File: config.mk
export PLATFORM = sky130hd
export DESIGN_NAME = if_queue
export DESIGN_NICKNAME = d
export VERILOG_FILES = /design/src/rtl/if_queue_pkg.sv /design/src/rtl/if_fifo.sv /design/src/rtl/if_queue.sv
export SDC_FILE = /design/constraint.sdc
export NUM_CORES = 1
export LEC_CHECK = 0
export CAP_MARGIN = 20
export CELL_PAD_IN_SITES_DETAIL_PLACEMENT = 2
export CELL_PAD_IN_SITES_GLOBAL_PLACEMENT = 2
export CORE_AREA = 5 5 179 181
export CTS_CLUSTER_SIZE = 20
export DETAILED_ROUTE_END_ITERATION = 7
export DIE_AREA = 0 0 184 186
export GPL_TIMING_DRIVEN = 1
export HOLD_SLACK_MARGIN = 0.12
export PLACE_DENSITY = 0.88
export SYNTH_ARGS = -nofsm -noshare
export SYNTH_HDL_FRONTEND = slang
export SYNTH_SLANG_ARGS = --single-unit
File: constraint.sdc
create_clock -name clk -period 3.23 [get_ports clk]
set_input_delay 0.4845 -clock clk [delete_from_list [all_inputs] [get_ports clk]]
set_output_delay 0.4845 -clock clk [all_outputs]
set_load 0.005 [all_outputs]
File: src/rtl/if_queue_pkg.sv
// -----------------------------------------------------------------------------
// if_queue_pkg
// Shared definitions for the instruction-fetch queue: default parameters,
// the NOP encoding shown on the output when the queue is empty, and the
// queue entry layout.
// -----------------------------------------------------------------------------
package if_queue_pkg;

    localparam int          DEPTH_DEFAULT    = 4;
    localparam logic [31:0] RESET_PC_DEFAULT = 32'h0000_0000;
    localparam logic [31:0] NOP_INSTR        = 32'h0000_0000;

    // One fetched instruction together with the address it came from.
    typedef struct packed {
        logic [31:0] instr;
        logic [31:0] pc;
    } entry_t;

endpackage : if_queue_pkg

File: src/rtl/if_fifo.sv
// -----------------------------------------------------------------------------
// if_fifo
// Circular buffer of fetch entries with head/tail pointers and occupancy.
// Ports:
//   clk          rising-edge clock
//   rst          synchronous active-low reset (clears pointers and level)
//   push_i       write push_data_i at the tail
//   push_data_i  entry to write
//   pop_i        advance the head
//   flush_i      empty the buffer; overrides push and pop
//   head_o       entry at the head (raw storage; caller masks when empty)
//   level_o      occupancy, 0..DEPTH
// -----------------------------------------------------------------------------
module if_fifo
    import if_queue_pkg::*;
#(
    parameter int DEPTH = DEPTH_DEFAULT
) (
    input  logic                   clk,
    input  logic                   rst,
    input  logic                   push_i,
    input  entry_t                 push_data_i,
    input  logic                   pop_i,
    input  logic                   flush_i,
    output entry_t                 head_o,
    output logic [$clog2(DEPTH):0] level_o
);

    localparam int               PTR_W     = $clog2(DEPTH);
    localparam logic [PTR_W-1:0] PTR_ONE   = PTR_W'(1);
    localparam logic [PTR_W:0]   LEVEL_ONE = (PTR_W + 1)'(1);

    entry_t             mem_q [DEPTH];
    logic [PTR_W-1:0]   head_q, head_d;
    logic [PTR_W-1:0]   tail_q, tail_d;
    logic [PTR_W:0]     level_q, level_d;

    // NOTE: every next-state signal is given its hold value first, so no path
    // through this block leaves one unassigned and no latch is inferred.
    always_comb begin
        head_d  = head_q;
        tail_d  = tail_q;
        level_d = level_q;
        if (flush_i) begin
            head_d  = '0;
            tail_d  = '0;
            level_d = '0;
        end else begin
            // Pointers are PTR_W bits wide, so DEPTH being a power of two makes
            // the natural overflow the modulo-DEPTH wrap.
            if (push_i) tail_d = tail_q + PTR_ONE;
            if (pop_i)  head_d = head_q + PTR_ONE;
            case ({push_i, pop_i})
                2'b10:   level_d = level_q + LEVEL_ONE;
                2'b01:   level_d = level_q - LEVEL_ONE;
                default: level_d = level_q;
            endcase
        end
    end

    // NOTE: sequential state uses non-blocking assignments so every register
    // samples its pre-edge inputs regardless of block ordering.
    always_ff @(posedge clk) begin
        if (!rst) begin
            head_q  <= '0;
            tail_q  <= '0;
            level_q <= '0;
        end else begin
            head_q  <= head_d;
            tail_q  <= tail_d;
            level_q <= level_d;
        end
    end

    // NOTE: storage is deliberately not reset; stale contents are never
    // visible because the head is masked whenever level is zero.
    always_ff @(posedge clk) begin
        if (push_i) mem_q[tail_q] <= push_data_i;
    end

    // A push and pop at full hit the same slot: the read sees the old entry
    // and the write lands at the edge, which is exactly the desired order.
    assign head_o  = mem_q[head_q];
    assign level_o = level_q;

endmodule : if_fifo

File: src/rtl/if_queue.sv
// -----------------------------------------------------------------------------
// if_queue
// Instruction-fetch front end: owns the fetch PC, fetches one instruction per
// cycle into a small queue, and presents the oldest entry to decode.
// Ports:
//   clk             rising-edge clock
//   rst             synchronous active-low reset
//   imem_addr       fetch address (the fetch PC)
//   imem_rdata      instruction at imem_addr, same cycle
//   redirect_valid  taken branch/jump: flush queue and refetch
//   redirect_pc     target address used when redirect_valid=1
//   out_valid       head entry present
//   out_instr       head instruction, NOP when empty
//   out_pc          head address, 0 when empty
//   out_ready       decode consumes the head this cycle
//   level           queue occupancy, 0..DEPTH
// -----------------------------------------------------------------------------
module if_queue
    import if_queue_pkg::*;
#(
    parameter int          DEPTH    = DEPTH_DEFAULT,
    parameter logic [31:0] RESET_PC = RESET_PC_DEFAULT
) (
    input  logic                   clk,
    input  logic                   rst,
    output logic [31:0]            imem_addr,
    input  logic [31:0]            imem_rdata,
    input  logic                   redirect_valid,
    input  logic [31:0]            redirect_pc,
    output logic                   out_valid,
    output logic [31:0]            out_instr,
    output logic [31:0]            out_pc,
    input  logic                   out_ready,
    output logic [$clog2(DEPTH):0] level
);

    localparam int               LVL_W      = $clog2(DEPTH) + 1;
    localparam logic [LVL_W-1:0] FULL_LEVEL = LVL_W'(DEPTH);

    logic [31:0] fetch_pc_q, fetch_pc_d;
    logic        push, pop, full;
    entry_t      push_entry, head_entry;

    assign full      = (level == FULL_LEVEL);
    assign out_valid = (level != '0);

    // Redirect suppresses both sides; at full a push is still allowed when the
    // head leaves in the same cycle.
    assign pop  = out_valid && out_ready && !redirect_valid;
    assign push = !redirect_valid && (!full || pop);

    assign push_entry = '{instr: imem_rdata, pc: fetch_pc_q};

    always_comb begin
        fetch_pc_d = fetch_pc_q;
        if (redirect_valid)  fetch_pc_d = redirect_pc;
        else if (push)       fetch_pc_d = fetch_pc_q + 32'd4;
    end

    always_ff @(posedge clk) begin
        if (!rst) fetch_pc_q <= RESET_PC;
        else      fetch_pc_q <= fetch_pc_d;
    end

    if_fifo #(
        .DEPTH (DEPTH)
    ) u_fifo (
        .clk         (clk),
        .rst         (rst),
        .push_i      (push),
        .push_data_i (push_entry),
        .pop_i       (pop),
        .flush_i     (redirect_valid),
        .head_o      (head_entry),
        .level_o     (level)
    );

    assign imem_addr = fetch_pc_q;
    assign out_instr = out_valid ? head_entry.instr : NOP_INSTR;
    assign out_pc    = out_valid ? head_entry.pc    : 32'h0;

endmodule : if_queue

==> After elaboration in Yosys (flattened, before gate mapping) <==
Memory sizes are Yosys's and may differ from the RTL's. A register that Yosys moved wholly into a read port is not among the register bits.
Index checks and enable logic that the tools add are counted.
{ "op_classes": {"n_addsub": 5, "mux": 9, "n_reduce_logical": 10, "eq_ne": 3, "n_bitwise": 1} }
{ "op_table": {"columns": ["op", "n"], "rows": [
  ["2-to-1 mux 32 bit", 4],
  ["adder 32 x 3 -> 32 bit (second input constant)", 1],
  ["one-hot mux 3 bit (2 select lines)", 1],
  ["adder 2 x 1 -> 2 bit (second input constant)", 2],
  ["2-to-1 mux 2 bit", 2],
  ["nonzero test 2 bit", 2],
  ["adder 3 x 1 -> 3 bit (second input constant)", 1],
  ["equality test 3 bit (second input constant)", 1],
  ["logical AND 1 bit", 3],
  ["nonzero test 3 bit", 1],
  ["subtractor 3 x 1 -> 3 bit (second input constant)", 1],
  ["equality test 2 x 1 -> 1 bit (second input constant)", 1],
  ["equality test 2 bit (second input constant)", 1],
  ["logical NOT 1 bit", 2],
  ["2-to-1 mux 1 bit", 2],
  ["OR reduction 2 bit", 1],
  ["logical OR 1 bit", 1],
  ["inverter 1 bit", 1]
]} }
{ "word_totals": {"input_bits": 68, "regBits": 39, "out_inout_bits": 100, "memories": 1, "elab_cells": 33, "ram_bits": 256} }
{ "mem_list": {"columns": ["memory", "words", "width", "read_ports", "rd_ports_with_merged_regs", "wr", "line_no", "rtl"], "rows": [
  ["u_fifo.mem_q", 4, 64, 1, 1, 1, "if_fifo.sv:33", "entry_t mem_q [DEPTH];"]
]} }

==> Depth between registers and ports, before layout <==
{ "logic_depth": {"word_depth": 7, "mapped_depth": 7, "mapped_depth_nobuf": 6} }

==> Cells and area by module <==
Synthesis repeated with hierarchy kept, for this count alone.
{ "hier_totals": {"cells_unflattened": 716, "hier_area_um2": 12271.8} }
{ "by_module_without_submodules": {"columns": ["mod", "seq_area_each_um2", "instances", "area_per_inst_um2", "cells_per_inst"], "rows": [
  ["if_fifo", 7867.5, 1, 9729.3, 376],
  ["if_queue", 640.6, 1, 2542.4, 340]
]} }

==> Worst setup path before layout <==
OpenSTA, ideal clock, no wires.
{ "synth_timing": {"path_type": "in2reg", "from": "in redirect_valid", "to": "mem u_fifo.mem_q[1][0] (netlist bit) (enable)", "t_required_ps": 2801, "setup_time_ps": 429, "arrival_time_ps": 2461, "stages": 3, "n_path_buf": 1, "slack_ps": 340, "cell_sequence": "buf_6 nor2_1 and2_1"} }
{ "synth_between": {"elab_chain_len": 6} }
{ "synth_lines": {"columns": ["element", "line_no", "rtl"], "rows": [
  ["start: declaration", "if_queue.sv:28", "input logic redirect_valid,"],
  ["logical NOT 1 bit (*)", "if_queue.sv:49, if_queue.sv:50", null],
  ["logical AND 1 bit", "if_queue.sv:49", "assign pop = out_valid && out_ready && !redirect_valid;"],
  ["logical OR 1 bit", "if_queue.sv:50", "assign push = !redirect_valid && (!full || pop);"],
  ["logical AND 1 bit (*)", "if_queue.sv:50", null],
  ["2-to-1 mux 1 bit (*)", "if_fifo.sv:78", "if (push_i) mem_q[tail_q] <= push_data_i;"],
  ["2-to-1 mux 1 bit (not written as such) (*)", "if_fifo.sv:78", null],
  ["end: declaration", "if_fifo.sv:33", null]
]} }
Mark *: on every way between the ends. The rest lies on a longest branch, timed or not.

==> Worst setup path in the final report <==
{ "layout_timing": {"from": "reg u_fifo.level_q[1] (netlist: u_fifo.level_o[1])", "to": "out out_instr[19]"} }
{ "layout_between": {"elab_chain_len": 2} }
{ "layout_lines": {"columns": ["element", "line_no", "rtl"], "rows": [
  ["start: declaration", "if_fifo.sv:36", "logic [PTR_W:0] level_q, level_d;"],
  ["start signal: assignment", "if_fifo.sv:71", "level_q <= level_d;"],
  ["nonzero test 3 bit", "if_queue.sv:45", "assign out_valid = (level != '0);"],
  ["2-to-1 mux 32 bit", "if_queue.sv:79", "assign out_instr = out_valid ? head_entry.instr : NOP_INSTR;"],
  ["end: declaration", "if_queue.sv:31", "output logic [31:0] out_instr,"]
]} }
Every way passes these cells.

==> summary.txt <==
Critical path
  – Worst reg2reg path depth: 5
  – Worst setup EP type: primary output
  – CP Depth: 4
  – Worst setup SP type: register
  – Largest delay share family, worst path: buffers and inverters
  – Worst Path Max Fanout: 37
  – Slowest cell on the critical path: clkdlybuf4s50_1
  – CP max stage delay: 0.50 ns
  – Worst path bufs/invs: 2
  – CP cell instances: or3_4, buf_4, and2_1, clkdlybuf4s50_1
  – CP Data Required Time: between 2 and 3 ns
  – Worst setup path class: register to primary output
  – WP data arrival: roughly 2.5 ns

Place
  – Dpl hpwl: about 20 mm
  – GPL Wtd Cong: around 0.76
  – Port Buf Inserts: 167

Yosys
  – YS warnings: 0
  – Cells after Synth: between 600 and 700
  – Syn Area/Cell: between 15 and 20 um2
  – Ranking of synthesized cells by area: edfxtp_1 65%, mux4_2 12%, dfxtp_1 6.9%
  – Net Count, Synth: 740
  – Top cell type's share of synthesized area: roughly 65%
  – Cell variety after synth: 52
  – Register area share after synthesis: a little under three quarters
  – Post-Syn Area: 11900 um2
  – Count of state elements after synthesis: around 300
  – Cell taking the most area after synthesis: edfxtp_1

Power
  – P_int: ~6.7 mW
  – Net Sw Power: 1.84 mW
  – Switch share: a little over a fifth
  – Leakage: ~4.8 nW
  – Flop pwr share: 51.9%
  – Worst VDD drop: roughly 0.29 mV
  – PD cells: roughly 570 nW/um2
  – Clock power share: 40.4%
  – Comb pwr share: 7.7%

Floorplanning
  – Die footprint: about 34000 um2
  – Die width: 184 um
  – Starting density of the core: between 30% and 40%
  – Num rows: 64
  – Core outline area: approximately 30000 um2
  – I/O pin cnt: approximately 170
  – Die height: 186 um

Detailed routing
  – Antenna-violating nets left: 0
  – Drt pass-1 iters: 5
  – DRC: 0
  – Starting DRT DRC Count: roughly 330
  – Routed WL: 31.0 mm
  – DR WL/cell: 24.5 um
  – Routed vias: around 6800
  – Avg Vias per Cell: between 5 and 6

Clock tree
  – Worst-skew pair later-pin latency: approximately 0.5 ns
  – TritonCTS Buffers: 34
  – CTS tree: yes
  – Clock transition at the registers of the reported paths: approximately 0.060 ns
  – CTS max path bufs: 3
  – Root buf cell: clkbuf_16
  – TritonCTS Sinks: ~300
  – H-tree depth: 2

Layout
  – Antenna diodes: 0
  – Multi-input gate area: 3170 um2
  – # nets final: 924
  – Area grow syn2layout: 26.4%
  – Layout cells sized above 1: around 15%
  – Fillers: 2765
  – Register Area: between 8000 and 9000 um2
  – Util after Layout: 49.5%

Flow run
  – Max-cap violations: 0

GRT
  – Layer with the highest usage: met2
  – First-pass GRT wire length: about 48 mm
  – Initial antenna violation count: 0
  – M1 GR Usage: 24.7%
  – Tot GR Track Use: 18.3%
  – Largest net degree at the start of global routing: 65
  – M3 GR Usage: 3.11%
  – GRT overflow: 0
  – Number of global-route vias before repair: slightly below 8000
  – Met2 usage: approximately 31%

Timing
  – RSZ-0062 raised after global routing: false
  – Pins Over Slew Limit: 0
  – # setup viols final: 0
  – Max-slew headroom: a little over a quarter
  – Fin Hold WS: between 0.5 and 0.6 ns
  – Clk_skew: 0.0199 ns
  – Tmin final: 2.98 ns
  – Setup_tns: 0 ns
  – Fin. Hold Viols: 0
  – Fmax: about 340 MHz
  – Final worst-path cycle share: 92.2%
  – Worst-margin pin slew: about 1.1 ns

Run status
  – Run status: completed

Hold path
  – Hold depth: 0
  – Hold Crit Class: register to register
## power by group through the flow
stage / combinational [mW] / sequential [mW] / clock [mW]
finish: 0.656 / 4.42 / 3.43
global route: 0.709 / 4.43 / 3.71
CTS: 0.675 / 4.42 / 3.52
detailed placement: 0.669 / 4.50 / 0
global placement: 0.642 / 4.48 / 0
floorplan: 0.273 / 4.47 / 0
## stage by stage
step	worst slack [ns]	area [um2]	instances	power, mW
floorplan	0.340	11900	666	4.74
CTS	0.188	15000	1267	8.62
global placement	0.565	14000	1210	5.12
detailed placement	0.409	14000	1210	5.17
global route	0.0928	15000	1267	8.85
finish	0.251	15000	1267	8.51
## worst reg2reg max path, stage by stage, from the launching register on
cell,delay (ns)
dfxtp_1,0.59
nand4_1,0.23
nor3_1,0.91
nand4_1,0.21
xor2_1,0.20
a211oi_1,0.26
## registers in the layout (all words and copies together) (netlist names), named ones only
register,flops
u_fifo.mem_q,256
imem_addr,32
u_fifo.level_o,3
u_fifo.head_q,2
u_fifo.tail_q,2
## path summary, 6_finish.rpt
check | startpoint | end | slack [ns]
setup / recovery | u_fifo.level_o[1] | out_instr[19] | 0.25
setup reg to reg | imem_addr[12] | imem_addr[26] | 0.72
hold / removal | imem_addr[1] | u_fifo.mem_q[3][1] | 0.54
hold reg to reg | imem_addr[1] | u_fifo.mem_q[3][1] | 0.54
## placed cells by master, fill, tap and decap left out, drive strengths merged, types with 2 or more instances in the layout
cell type	netlist	final
and3	4	4
and4	5	5
clkbuf	22	48
mux2i	4	4
and2	74	74
or4	2	2
inv	6	8
xor2	17	17
xnor2	5	5
nor3	3	3
clkdlybuf4s50	0	167
edfxtp	256	256
a21oi	18	18
o211a	2	2
nor2	17	17
nand2b	3	3
a31oi	2	2
buf	12	15
nand2	10	10
o2111ai	2	2
nor3b	3	3
nand4	15	15
clkinv	1	8
nand3	20	20
a311oi	3	3
mux4	64	64
ha	5	5
dfxtp	41	41
or4b	2	2
a211oi	4	4
nor4b	2	2
o21ai	25	25
o2111a	3	3
or3	4	4
## area by class of cell
cell class                 instances  area share, %
sequential                       297           56.8
inverter                           7          0.175
tap                              396           3.31
timing repair buffer             182           12.1
clock inverter                     9          0.326
clock buffer                      48           6.17
multi-input combinational        328           21.2
## cell families after synthesis
group / share of synthesized area [%]
DFF: 71.8
and+or+nand+nor: 8.48
muxes: 12.5
AOI/OAI and AO/OA: 3.28
buffers and inverters: 1.63
xor gates and xnor gates: 1.63
adders and majority gates: 0.697
other: 0.0316
## routing by layer
metal / vias to the layer above / part of all wire (%)
met5: - / 0
met4: 0 / 2.1
met3: 49 / 4.6
met2: 211 / 50
met1: 3487 / 43
li1: 3013 / -
## what timing repair did
item,CTS,global route
buffers inserted,0,0
hold buffers,0,0
gates resized for setup,1,0
setup endpoints to repair,31,0
## Yosys cell counts (all sizes together)
cell     instances
clkinv           1
o21ai           25
o31ai            1
or3b             1
xor2            17
o31a             1
nand2b           3
mux4            64
and3             4
o211a            2
or4b             2
a311oi           3
buf             12
and2            74
or3              4
o2111ai          2
nor3b            3
o21a             1
nand3b           1
mux2i            4
nor3             3
ha               5
nor4             1
edfxtp         256
nor2b            1
nand3           20
and4             5
dfxtp           41
a31oi            2
o311a            1
or4              2
inv              6
a211oi           4
nand4           15
xnor2            5
nand2           10
o2111a           3
fa               1
nor4b            2
clkbuf          22
conb             1
a21oi           18
nor2            17
Note: power is estimated with default switching activity, not from simulation.
